--- src/rtl/fir_soc_pkg.sv ---
// Shared definitions for the FIR job sequencer slice: data widths, default
// run timeout, the sequencer state encoding and a small RF address helper.
package fir_soc_pkg;

    localparam int RF_ADDR_W              = 5;
    localparam int DATA_W                 = 32;
    localparam int DEFAULT_TIMEOUT_CYCLES = 1024;

    typedef enum logic [2:0] {
        IDLE,
        LOAD,
        HOLD,
        KICK,
        RUN,
        DONE,
        TOUT
    } seqState_e;

    // Register x0 is hardwired to zero in the core, so writes to it are dropped.
    function automatic logic isWritableReg(input logic [RF_ADDR_W-1:0] addr);
        return addr != '0;
    endfunction

endpackage

--- src/rtl/fir_job_sequencer_if.sv ---
// Bundle of the host-side preload/control signals and the core-side RF/run
// pins handled by the FIR job sequencer. The slave modport is the sequencer's
// view; the master modport is the host/core environment's view.
interface fir_job_sequencer_if;
    import fir_soc_pkg::*;

    logic                 job_start;
    logic                 wr_valid;
    logic                 wr_ready;
    logic [RF_ADDR_W-1:0] wr_addr;
    logic [DATA_W-1:0]    wr_data;
    logic                 fir_rf_we;
    logic [RF_ADDR_W-1:0] fir_rf_waddr;
    logic [DATA_W-1:0]    fir_rf_wdata;
    logic                 core_hold;
    logic                 fir_start;
    logic                 fir_done;
    logic                 busy;
    logic                 job_done;
    logic                 job_timeout;
    logic [DATA_W-1:0]    run_cycles;

    modport slave (
        input  job_start, wr_valid, wr_addr, wr_data, fir_done,
        output wr_ready, fir_rf_we, fir_rf_waddr, fir_rf_wdata, core_hold,
               fir_start, busy, job_done, job_timeout, run_cycles
    );

    modport master (
        output job_start, wr_valid, wr_addr, wr_data, fir_done,
        input  wr_ready, fir_rf_we, fir_rf_waddr, fir_rf_wdata, core_hold,
               fir_start, busy, job_done, job_timeout, run_cycles
    );

endinterface

--- src/rtl/fir_run_timer.sv ---
// Saturating run-length counter with a timeout compare. 'expired' is high in
// the cycle whose increment brings the count up to 'limit', so the owner can
// leave its run state on that same edge.
module fir_run_timer
    import fir_soc_pkg::*;
(
    input  logic              clock,
    input  logic              reset,
    input  logic              clear,
    input  logic              enable,
    input  logic [DATA_W-1:0] limit,
    output logic [DATA_W-1:0] count,
    output logic              expired
);

    localparam logic [DATA_W-1:0] COUNT_MAX = '1;

    // Count enabled cycles, restart on clear, stick at the all-ones value.
    // NOTE: state registers use non-blocking assignments so every flop samples pre-edge values.
    always_ff @(posedge clock or negedge reset) begin
        if (!reset) begin
            count <= '0;
        end else if (clear) begin
            count <= '0;
        end else if (enable && (count != COUNT_MAX)) begin
            count <= count + DATA_W'(1);
        end
    end

    assign expired = (count >= (limit - DATA_W'(1)));

endmodule

--- src/rtl/fir_job_sequencer.sv ---
// Runs one FIR job on the core: streams RF preload words into the core's
// side-port while it is held in reset, keeps it held a few cycles, releases
// it with a start pulse, then waits for done or a timeout and reports the
// outcome and run length to the host.
module fir_job_sequencer
    import fir_soc_pkg::*;
#(
    parameter int NUM_WRITES     = 16,
    parameter int TIMEOUT_CYCLES = DEFAULT_TIMEOUT_CYCLES,
    parameter int HOLD_CYCLES    = 2
) (
    input logic                clock,
    input logic                reset,
    fir_job_sequencer_if.slave bus
);

    localparam int WORD_CNT_W = 5;
    localparam int HOLD_CNT_W = 16;

    seqState_e             state;
    seqState_e             nextState;
    logic [WORD_CNT_W-1:0] wordCount;
    logic [HOLD_CNT_W-1:0] holdCount;
    logic                  accept;
    logic                  lastWord;
    logic                  holdDone;
    logic                  firstRunCycle;

    logic                  wrReady;
    logic                  coreHold;
    logic                  firStart;
    logic                  busy;
    logic                  jobDone;
    logic                  jobTimeout;
    logic                  timerClear;
    logic                  timerEnable;
    logic                  timerExpired;
    logic [DATA_W-1:0]     runCount;

    logic                  rfWe;
    logic [RF_ADDR_W-1:0]  rfWaddr;
    logic [DATA_W-1:0]     rfWdata;

    // Accept is derived from state directly so it does not loop through wrReady.
    assign accept        = bus.wr_valid && (state == LOAD);
    assign lastWord      = (wordCount == WORD_CNT_W'(NUM_WRITES - 1));
    assign holdDone      = (holdCount == HOLD_CNT_W'(HOLD_CYCLES - 1));
    // The timer is cleared in KICK, so a zero count inside RUN marks the first
    // run cycle, when the core PC is still leaving reset and done is unreliable.
    assign firstRunCycle = (runCount == '0);

    // State register.
    always_ff @(posedge clock or negedge reset) begin
        if (!reset) begin
            state <= IDLE;
        end else begin
            state <= nextState;
        end
    end

    // Next-state and Moore outputs of the job sequence.
    // NOTE: every signal gets a default before the case so no path leaves one unassigned (no latches).
    always_comb begin
        nextState   = state;
        wrReady     = 1'b0;
        coreHold    = 1'b1;
        firStart    = 1'b0;
        busy        = 1'b1;
        jobDone     = 1'b0;
        jobTimeout  = 1'b0;
        timerClear  = 1'b0;
        timerEnable = 1'b0;
        unique case (state)
            IDLE: begin
                busy = 1'b0;
                if (bus.job_start) nextState = LOAD;
            end
            LOAD: begin
                wrReady = 1'b1;
                if (accept && lastWord) nextState = HOLD;
            end
            HOLD: begin
                if (holdDone) nextState = KICK;
            end
            KICK: begin
                coreHold   = 1'b0;
                firStart   = 1'b1;
                timerClear = 1'b1;
                nextState  = RUN;
            end
            RUN: begin
                coreHold    = 1'b0;
                timerEnable = 1'b1;
                // Done takes priority over a timeout landing on the same cycle.
                if (bus.fir_done && !firstRunCycle) begin
                    nextState = DONE;
                end else if (timerExpired) begin
                    nextState = TOUT;
                end
            end
            DONE: begin
                jobDone   = 1'b1;
                nextState = IDLE;
            end
            TOUT: begin
                jobTimeout = 1'b1;
                nextState  = IDLE;
            end
            default: nextState = IDLE;
        endcase
    end

    // Preload word counter; restarts whenever the sequencer is idle.
    always_ff @(posedge clock or negedge reset) begin
        if (!reset) begin
            wordCount <= '0;
        end else if (state == IDLE) begin
            wordCount <= '0;
        end else if (accept) begin
            wordCount <= wordCount + WORD_CNT_W'(1);
        end
    end

    // Hold-phase counter; runs only while in HOLD.
    always_ff @(posedge clock or negedge reset) begin
        if (!reset) begin
            holdCount <= '0;
        end else if (state == HOLD) begin
            holdCount <= holdCount + HOLD_CNT_W'(1);
        end else begin
            holdCount <= '0;
        end
    end

    // Registered RF write port: one strobe per accepted word, x0 suppressed.
    always_ff @(posedge clock or negedge reset) begin
        if (!reset) begin
            rfWe    <= 1'b0;
            rfWaddr <= '0;
            rfWdata <= '0;
        end else begin
            rfWe <= accept && isWritableReg(bus.wr_addr);
            if (accept) begin
                rfWaddr <= bus.wr_addr;
                rfWdata <= bus.wr_data;
            end
        end
    end

    fir_run_timer runTimer (
        .clock   (clock),
        .reset   (reset),
        .clear   (timerClear),
        .enable  (timerEnable),
        .limit   (DATA_W'(TIMEOUT_CYCLES)),
        .count   (runCount),
        .expired (timerExpired)
    );

    assign bus.wr_ready     = wrReady;
    assign bus.core_hold    = coreHold;
    assign bus.fir_start    = firStart;
    assign bus.busy         = busy;
    assign bus.job_done     = jobDone;
    assign bus.job_timeout  = jobTimeout;
    assign bus.run_cycles   = runCount;
    assign bus.fir_rf_we    = rfWe;
    assign bus.fir_rf_waddr = rfWaddr;
    assign bus.fir_rf_wdata = rfWdata;

endmodule

--- src/flat_wrapper.sv ---
// flat-port wrapper written by rule: the top's interface ports become plain ports
module fir_job_sequencer_flat import fir_soc_pkg::*;
#(
    parameter int NUM_WRITES     = 16,
    parameter int TIMEOUT_CYCLES = DEFAULT_TIMEOUT_CYCLES,
    parameter int HOLD_CYCLES    = 2
)
  (clock, reset, bus_job_start, bus_wr_valid, bus_wr_addr, bus_wr_data, bus_fir_done, bus_wr_ready, bus_fir_rf_we, bus_fir_rf_waddr, bus_fir_rf_wdata, bus_core_hold, bus_fir_start, bus_busy, bus_job_done, bus_job_timeout, bus_run_cycles);
  fir_job_sequencer_if bus_i ();
  input logic clock;
  input logic reset;
  input wire logic [$bits(bus_i.job_start)-1:0] bus_job_start;
  input wire logic [$bits(bus_i.wr_valid)-1:0] bus_wr_valid;
  input wire logic [$bits(bus_i.wr_addr)-1:0] bus_wr_addr;
  input wire logic [$bits(bus_i.wr_data)-1:0] bus_wr_data;
  input wire logic [$bits(bus_i.fir_done)-1:0] bus_fir_done;
  output wire logic [$bits(bus_i.wr_ready)-1:0] bus_wr_ready;
  output wire logic [$bits(bus_i.fir_rf_we)-1:0] bus_fir_rf_we;
  output wire logic [$bits(bus_i.fir_rf_waddr)-1:0] bus_fir_rf_waddr;
  output wire logic [$bits(bus_i.fir_rf_wdata)-1:0] bus_fir_rf_wdata;
  output wire logic [$bits(bus_i.core_hold)-1:0] bus_core_hold;
  output wire logic [$bits(bus_i.fir_start)-1:0] bus_fir_start;
  output wire logic [$bits(bus_i.busy)-1:0] bus_busy;
  output wire logic [$bits(bus_i.job_done)-1:0] bus_job_done;
  output wire logic [$bits(bus_i.job_timeout)-1:0] bus_job_timeout;
  output wire logic [$bits(bus_i.run_cycles)-1:0] bus_run_cycles;
  assign bus_i.job_start = bus_job_start;
  assign bus_i.wr_valid = bus_wr_valid;
  assign bus_i.wr_addr = bus_wr_addr;
  assign bus_i.wr_data = bus_wr_data;
  assign bus_i.fir_done = bus_fir_done;
  assign bus_wr_ready = bus_i.wr_ready;
  assign bus_fir_rf_we = bus_i.fir_rf_we;
  assign bus_fir_rf_waddr = bus_i.fir_rf_waddr;
  assign bus_fir_rf_wdata = bus_i.fir_rf_wdata;
  assign bus_core_hold = bus_i.core_hold;
  assign bus_fir_start = bus_i.fir_start;
  assign bus_busy = bus_i.busy;
  assign bus_job_done = bus_i.job_done;
  assign bus_job_timeout = bus_i.job_timeout;
  assign bus_run_cycles = bus_i.run_cycles;
  fir_job_sequencer #(.NUM_WRITES(NUM_WRITES), .TIMEOUT_CYCLES(TIMEOUT_CYCLES), .HOLD_CYCLES(HOLD_CYCLES)) u_core (.clock(clock), .reset(reset), .bus(bus_i));
endmodule
--- config.mk ---
export PLATFORM = sky130hd
export DESIGN_NAME = fir_job_sequencer_flat
export DESIGN_NICKNAME = d
export VERILOG_FILES = /design/src/rtl/fir_soc_pkg.sv /design/src/rtl/fir_job_sequencer_if.sv /design/src/rtl/fir_run_timer.sv /design/src/rtl/fir_job_sequencer.sv /design/src/flat_wrapper.sv
export SDC_FILE = /design/constraint.sdc
export NUM_CORES = 1
export LEC_CHECK = 0
export ABC_AREA = 1
export CAP_MARGIN = 20
export CORE_MARGIN = 2
export CORE_UTILIZATION = 45
export DETAILED_ROUTE_END_ITERATION = 10
export PLACE_DENSITY_LB_ADDON = 0.15
export SLEW_MARGIN = 0
export SYNTH_ARGS = -nofsm -noshare
export SYNTH_HDL_FRONTEND = slang
export SYNTH_SLANG_ARGS = --single-unit
export TNS_END_PERCENT = 5
--- constraint.sdc ---
create_clock -name clock -period 1.6 [get_ports clock]
set_clock_uncertainty 0.05 [all_clocks]
set_input_delay 0.24 -clock clock [delete_from_list [all_inputs] [get_ports clock]]
set_output_delay 0.24 -clock clock [all_outputs]
set_load 0.02 [all_outputs]
**Word-level counts from Yosys, hierarchy flattened**

Cells that the tools add are included.

- Bits of input ports: 42
- Output and inout port bits: 76
- Register bits: 94
- Logic and storage cells: 55

- Reductions and logical operators: 13
- Magnitude comparators: 1
- Multiplexer cells: 18
- Eq/ne operators: 13
- Add/subtract/negate cells: 3

Operator list:

| operator | number |
|---|---|
| $mux W32 | 2 |
| $add A32 B1 Y32 const B | 1 |
| $ge A32 B10 Y1 const B | 1 |
| $logic_not A32 Y1 | 1 |
| $ne A32 B32 Y1 const B | 1 |
| $add A16 B1 Y16 const B | 1 |
| $eq A16 B1 Y1 const B | 1 |
| $mux W16 | 1 |
| $mux W3 | 5 |
| $pmux W3 S5 | 1 |
| $mux W5 | 2 |
| $eq A3 B3 Y1 const B | 3 |
| $mux W1 | 7 |
| $eq A3 B2 Y1 const B | 2 |
| $add A5 B1 Y5 const B | 1 |
| $eq A5 B4 Y1 const B | 1 |
| $logic_and A1 B1 Y1 | 5 |
| $reduce_bool A5 Y1 | 1 |
| $ne A2 B2 Y1 const B | 2 |
| $reduce_and A4 Y1 | 1 |
| $reduce_bool A2 Y1 | 2 |
| $eq A3 B1 Y1 const B | 1 |
| $logic_not A3 Y1 | 1 |
| $ne A3 B2 Y1 const B | 1 |
| other kinds (3) | 3 |

**Depth between registers and ports, before layout**

- Depth in word-level cells: 5
- Depth in mapped cells: 12
- Mapped depth without buffers: 11

**Hierarchy**

From an unflattened synthesis, not the netlist that was laid out.

- Cell total of the unflattened synthesis: 957
- Area total of the unflattened synthesis: 6618.8 um^2

By module, submodules not included:

| module | cells each | sequential area each (um^2) | instances | area an instance (um^2) |
|---|---|---|---|---|
| fir_run_timer | 601 | 800.8 | 1 | 3727.3 |
| fir_job_sequencer | 356 | 1551.5 | 1 | 2891.5 |

**Worst setup path after synthesis**

Ideal clock, no wire load.

- Path kind: reg2reg
- From: register u_core.runTimer.count[0]
- To: register u_core.runTimer.count[15]
- Library setup time: 0.118 ns
- Data required time: 1.432 ns
- Buffers on the path: 1
- Period minus slack after synthesis: 1.844 ns
- Setup slack: -0.244 ns
- Cell stages (with the launch flop): 12
- Data arrival time: 1.676 ns
- Cells stage by stage: dfrtp_1 ha_1 nand2_2 nor2_8 nand2_4 nor2_4 nand2_1 nand2_2 inv_2 buf_2 nand3_1 nand2_1

- Longest elaborated chain between the ends: 3
- Elaborated cells on any way between the ends: 6
- Classes of those cells: add/sub (1); eq/ne (1); mux (2); reduce/logical (2)

RTL lines:

| what | RTL line | source |
|---|---|---|
| start: declaration | fir_run_timer.sv:12 | `output logic [DATA_W-1:0] count,` |
| start signal: assignment | fir_run_timer.sv:26 | `count <= count + DATA_W'(1);` |
| $add A32 B1 Y32 or $ne A32 B32 Y1 (tied branches) | fir_run_timer.sv:26, fir_run_timer.sv:25 |  |
| $mux W32 or $logic_and A1 B1 Y1 (tied branches) | fir_run_timer.sv:25 | `end else if (enable && (count != COUNT_MAX)) begin` |
| $mux W32 or $reduce_bool A2 Y1 (tied branches) | - |  |

Parallel ways exist; a longest one is shown, timed or not. The select of a mux whose other input is x is not followed.
A chain may end at the register's enable or synchronous reset.

**Worst setup path after layout**

- From: register u_core.state[0]
- To: output port bus_job_timeout

- Longest elaborated chain between the ends: 2

RTL lines:

| what | RTL line | source |
|---|---|---|
| start: declaration | fir_job_sequencer.sv:20 | `seqState_e state;` |
| start signal: assignment | fir_job_sequencer.sv:57 | `state <= nextState;` |
| $eq A3 B3 Y1 | fir_job_sequencer.sv:73 | `unique case (state)` |
| $mux W1 | fir_job_sequencer.sv:73 |  |
| end: declaration | flat_wrapper.sv:25 | `output wire logic [$bits(bus_i.job_timeout)-1:0] bus_job_timeout;` |

No other way between the ends.

==> results.sh <==
export IMPL_grt_max_degree=41
export IMPL_antenna_found_initial=0
export IMPL_synth_cells=702
export IMPL_clkLatencyLatePin_ps=380
export IMPL_violations="negative setup slack"
export IMPL_ys_flop_type="dfrtp_1"
export IMPL_status="complete, but fails checks"
export IMPL_root_buffer="clkbuf_8"
export IMPL_clk_pin_slew_ps=100
export IMPL_synth_seq_area_share_pct=46.8
export IMPL_syn_nets=750
export IMPL_yosysWarnings=0
export IMPL_htreeDepth=3
export IMPL_synth_area_leaders="dfrtp_1 47%, nand2_1 22%, nor2_1 6.3%"
export IMPL_max_stage_delay_ps=440
export IMPL_core_area_mm2=0.0109
export IMPL_crit_path_start="u_core.state[0]"
export IMPL_wl_per_cell_um=14.2
export IMPL_layout_setup_ws_ps=-71.3
export IMPL_maxSlewHeadroom_pct=74.0
export IMPL_dp_hpwl_mm=11.1
export IMPL_synth_top_area_share_pct=46.8
export IMPL_swShare_pct=41.6
export IMPL_routed_via_density=5.04
export IMPL_cts_tree="yes"
export IMPL_die_x_um=110
export IMPL_critPathArrivalTime_ps=1380
export IMPL_cts_sinks=94
export IMPL_hold_ws_ps=269
export IMPL_slowest_stage="dfrtp_1"
export IMPL_p_leak_nw=3.88
export IMPL_end_kind="output port"
export IMPL_drtIter0Drc=270
export IMPL_clk_path_buf_depth=2
export IMPL_slew_viol_final=0
export IMPL_maxCapViolations=0
export IMPL_rows=38
export IMPL_final_common_cell="nand2_1"
export IMPL_place_gp_congestion=0.913
export IMPL_routed_wl_mm=15.2
export IMPL_avgSynthCellArea_um2=7.16
export IMPL_final_cell_mix="286 x nand2_1, 107 x buf_4, 87 x dfrtp_1"
export IMPL_syn_area_mm2=0.00502
export IMPL_dieArea_mm2=0.0120
export IMPL_drc=0
export IMPL_combPwrFrac_pct=44.2
export IMPL_pwr_share_seq_pct=35.9
export IMPL_antennaDiodeCount=0
export IMPL_yosysTopAreaCell="dfrtp_1"
export IMPL_grt_total_usage_pct=27.0
export IMPL_drive_above_1_share_pct=23.1
export IMPL_antenna_left=0
export IMPL_grt_pass1_wl_mm=25.3
export IMPL_top_level_ports=118
export IMPL_layout_nets=971
export IMPL_critPathMaxFanout=4
export IMPL_hold_viol=0
export IMPL_hold_class="primary input to async pin"
export IMPL_timing_fmax_mhz=598
export IMPL_cp_common_cell="buf_4"
export IMPL_vias=5379
export IMPL_worstPathCellList="buf_4, nor3_2, buf_4"
export IMPL_reg2reg_from="u_core.runTimer.count[25]"
export IMPL_crit_type="flop to output port"
export IMPL_required_ps=1310
export IMPL_grt_pass1_vias=5394
export IMPL_yosysUniqueCellTypes=33
export IMPL_placed_area_mm2=0.00708
export IMPL_port_buffers=117
export IMPL_start_util_pct=46.2
export IMPL_worstMarginPinSlew_ps=390
export IMPL_synth_edf_count=0
export IMPL_die_h_um=110
export IMPL_grt_remaining_overflow=0
export IMPL_rsz0062_at_grt="true"
export IMPL_cp_start_kind="flop"
export IMPL_period_share_pct=104
export IMPL_setup_viol=33
export IMPL_power_switching_mw=3.80
export IMPL_ys_ff_latch=94
export IMPL_irDropWorstVdd_mv=1.00
export IMPL_p_int_mw=5.34
export IMPL_cts_buffers_inserted=9
export IMPL_post_route_min_period_ps=1670
export IMPL_power_density_mw_per_mm2=1210
export IMPL_final_area_mm2=0.00755
export IMPL_pwr_share_clk_pct=19.8
export IMPL_async_flop_share_pct=100
export IMPL_area_growth_synth_to_final_pct=50.3
export IMPL_drt_pass1_iterations=5
## cell families (layout without fill, tap and decap cells)
kind of cell	count (synthesis)	count (layout)	synth area share [%]
and+or+nand+nor	477	477	40.1
DFF	94	94	46.8
AOI/OAI and AO/OA	38	38	3.96
buffers and inverters	81	307	6.62
adders and majority gates	6	6	1.49
xor gates and xnor gates	6	6	1.05
## flip-flops by register name, indices dropped and copies added, names as in the netlist
| register | count |
|---|---|
| u_core.wordCount | 5 |
| u_core.bus.fir_rf_we | 1 |
| u_core.runTimer.count | 32 |
| u_core.bus.fir_rf_waddr | 5 |
| u_core.bus.fir_rf_wdata | 32 |
| u_core.holdCount | 16 |
| u_core.state | 3 |
## path summary, 6_finish.rpt
path | endpoint | slack (ps) | cells after the start
max | bus_job_timeout | -70 | 3
min | u_core.runTimer.count[22] | 270 | 2
max reg2reg | u_core.runTimer.count[15] | -60 | 9
min reg2reg | u_core.bus.fir_rf_wdata[16] | 430 | 2
max in group asynchronous | u_core.runTimer.count[8] | 690 | 3
min in group clock | u_core.bus.fir_rf_wdata[16] | 320 | 3
## timing repair
item / CTS / global route
hold buffers: 1 / 0
resized for setup: 133 / 65
cloned: 0 / 1
hold endpoints to repair: 18 / 0
pin swaps: 2 / 22
setup buffers: 2 / 9
endpoints found under the setup margin: 113 / 91
## worst max-delay path: cells and delay by family, from the launching register on
kind	cells	cell delay, ps
buf+inv	2	340
flops	1	440
simple gates	1	220
## cell usage after synthesis (3+ instances only)
cell,n
o21ai_0,19
dfrtp_1,94
nor3_1,23
xor2_1,5
nand2_1,291
inv_2,4
nor2_1,85
o21ai_1,3
ha_1,6
a21oi_1,11
or2_2,5
buf_2,7
inv_1,58
clkbuf_1,7
nand4_1,26
nand3_1,34
## metrics by stage
step	setup TNS (ps)	setup slack (ps)	power, mW	cells	utilization (%)
after detailed placement	-5680	-198	7.42	1039	65.0
after CTS	-376	-40.7	8.95	1058	67.2
final	-1270	-71.3	9.13	1068	69.4
after floorplan	-1300	-50.6	5.45	702	-
after global placement	-4500	-154	7.30	1039	65.0
after global routing	-5500	-171	9.71	1068	69.4
## per-layer routing
| layer | part of all wire (%) | vias to the layer above | GRT usage, % |
|---|---|---|---|
| met2 | 48 | 184 | 44.8 |
| met1 | 41 | 2509 | 33.8 |
| met4 | 2.5 | 0 | 10.3 |
| met3 | 8.2 | 31 | 6.99 |
| met5 | 0 | - | 0 |
| li1 | - | 2655 | - |
## area by class of cell
type / count / area [µm²]
Clock buffer: 9 / 124
Clock inverter: 7 / 96.3
Sequential cell: 94 / 2360
Timing Repair Buffer: 226 / 1950
Timing Repair inverter: 1 / 16.3
Fill cell: 940 / 3330
Multi-Input combinational cell: 527 / 2570
Tap cell: 140 / 175
Inverter: 64 / 258
## power by group through the flow
| stage | combinational (mW) | clock (mW) | sequential (mW) |
|---|---|---|---|
| detailed placement | 4.11 | 0 | 3.30 |
| finish | 4.04 | 1.81 | 3.28 |
| floorplan | 1.60 | 0 | 3.85 |
| global route | 4.43 | 1.93 | 3.36 |
| CTS | 3.85 | 1.82 | 3.27 |
| global placement | 4.02 | 0 | 3.28 |
Power figures use the tool's default switching activity.
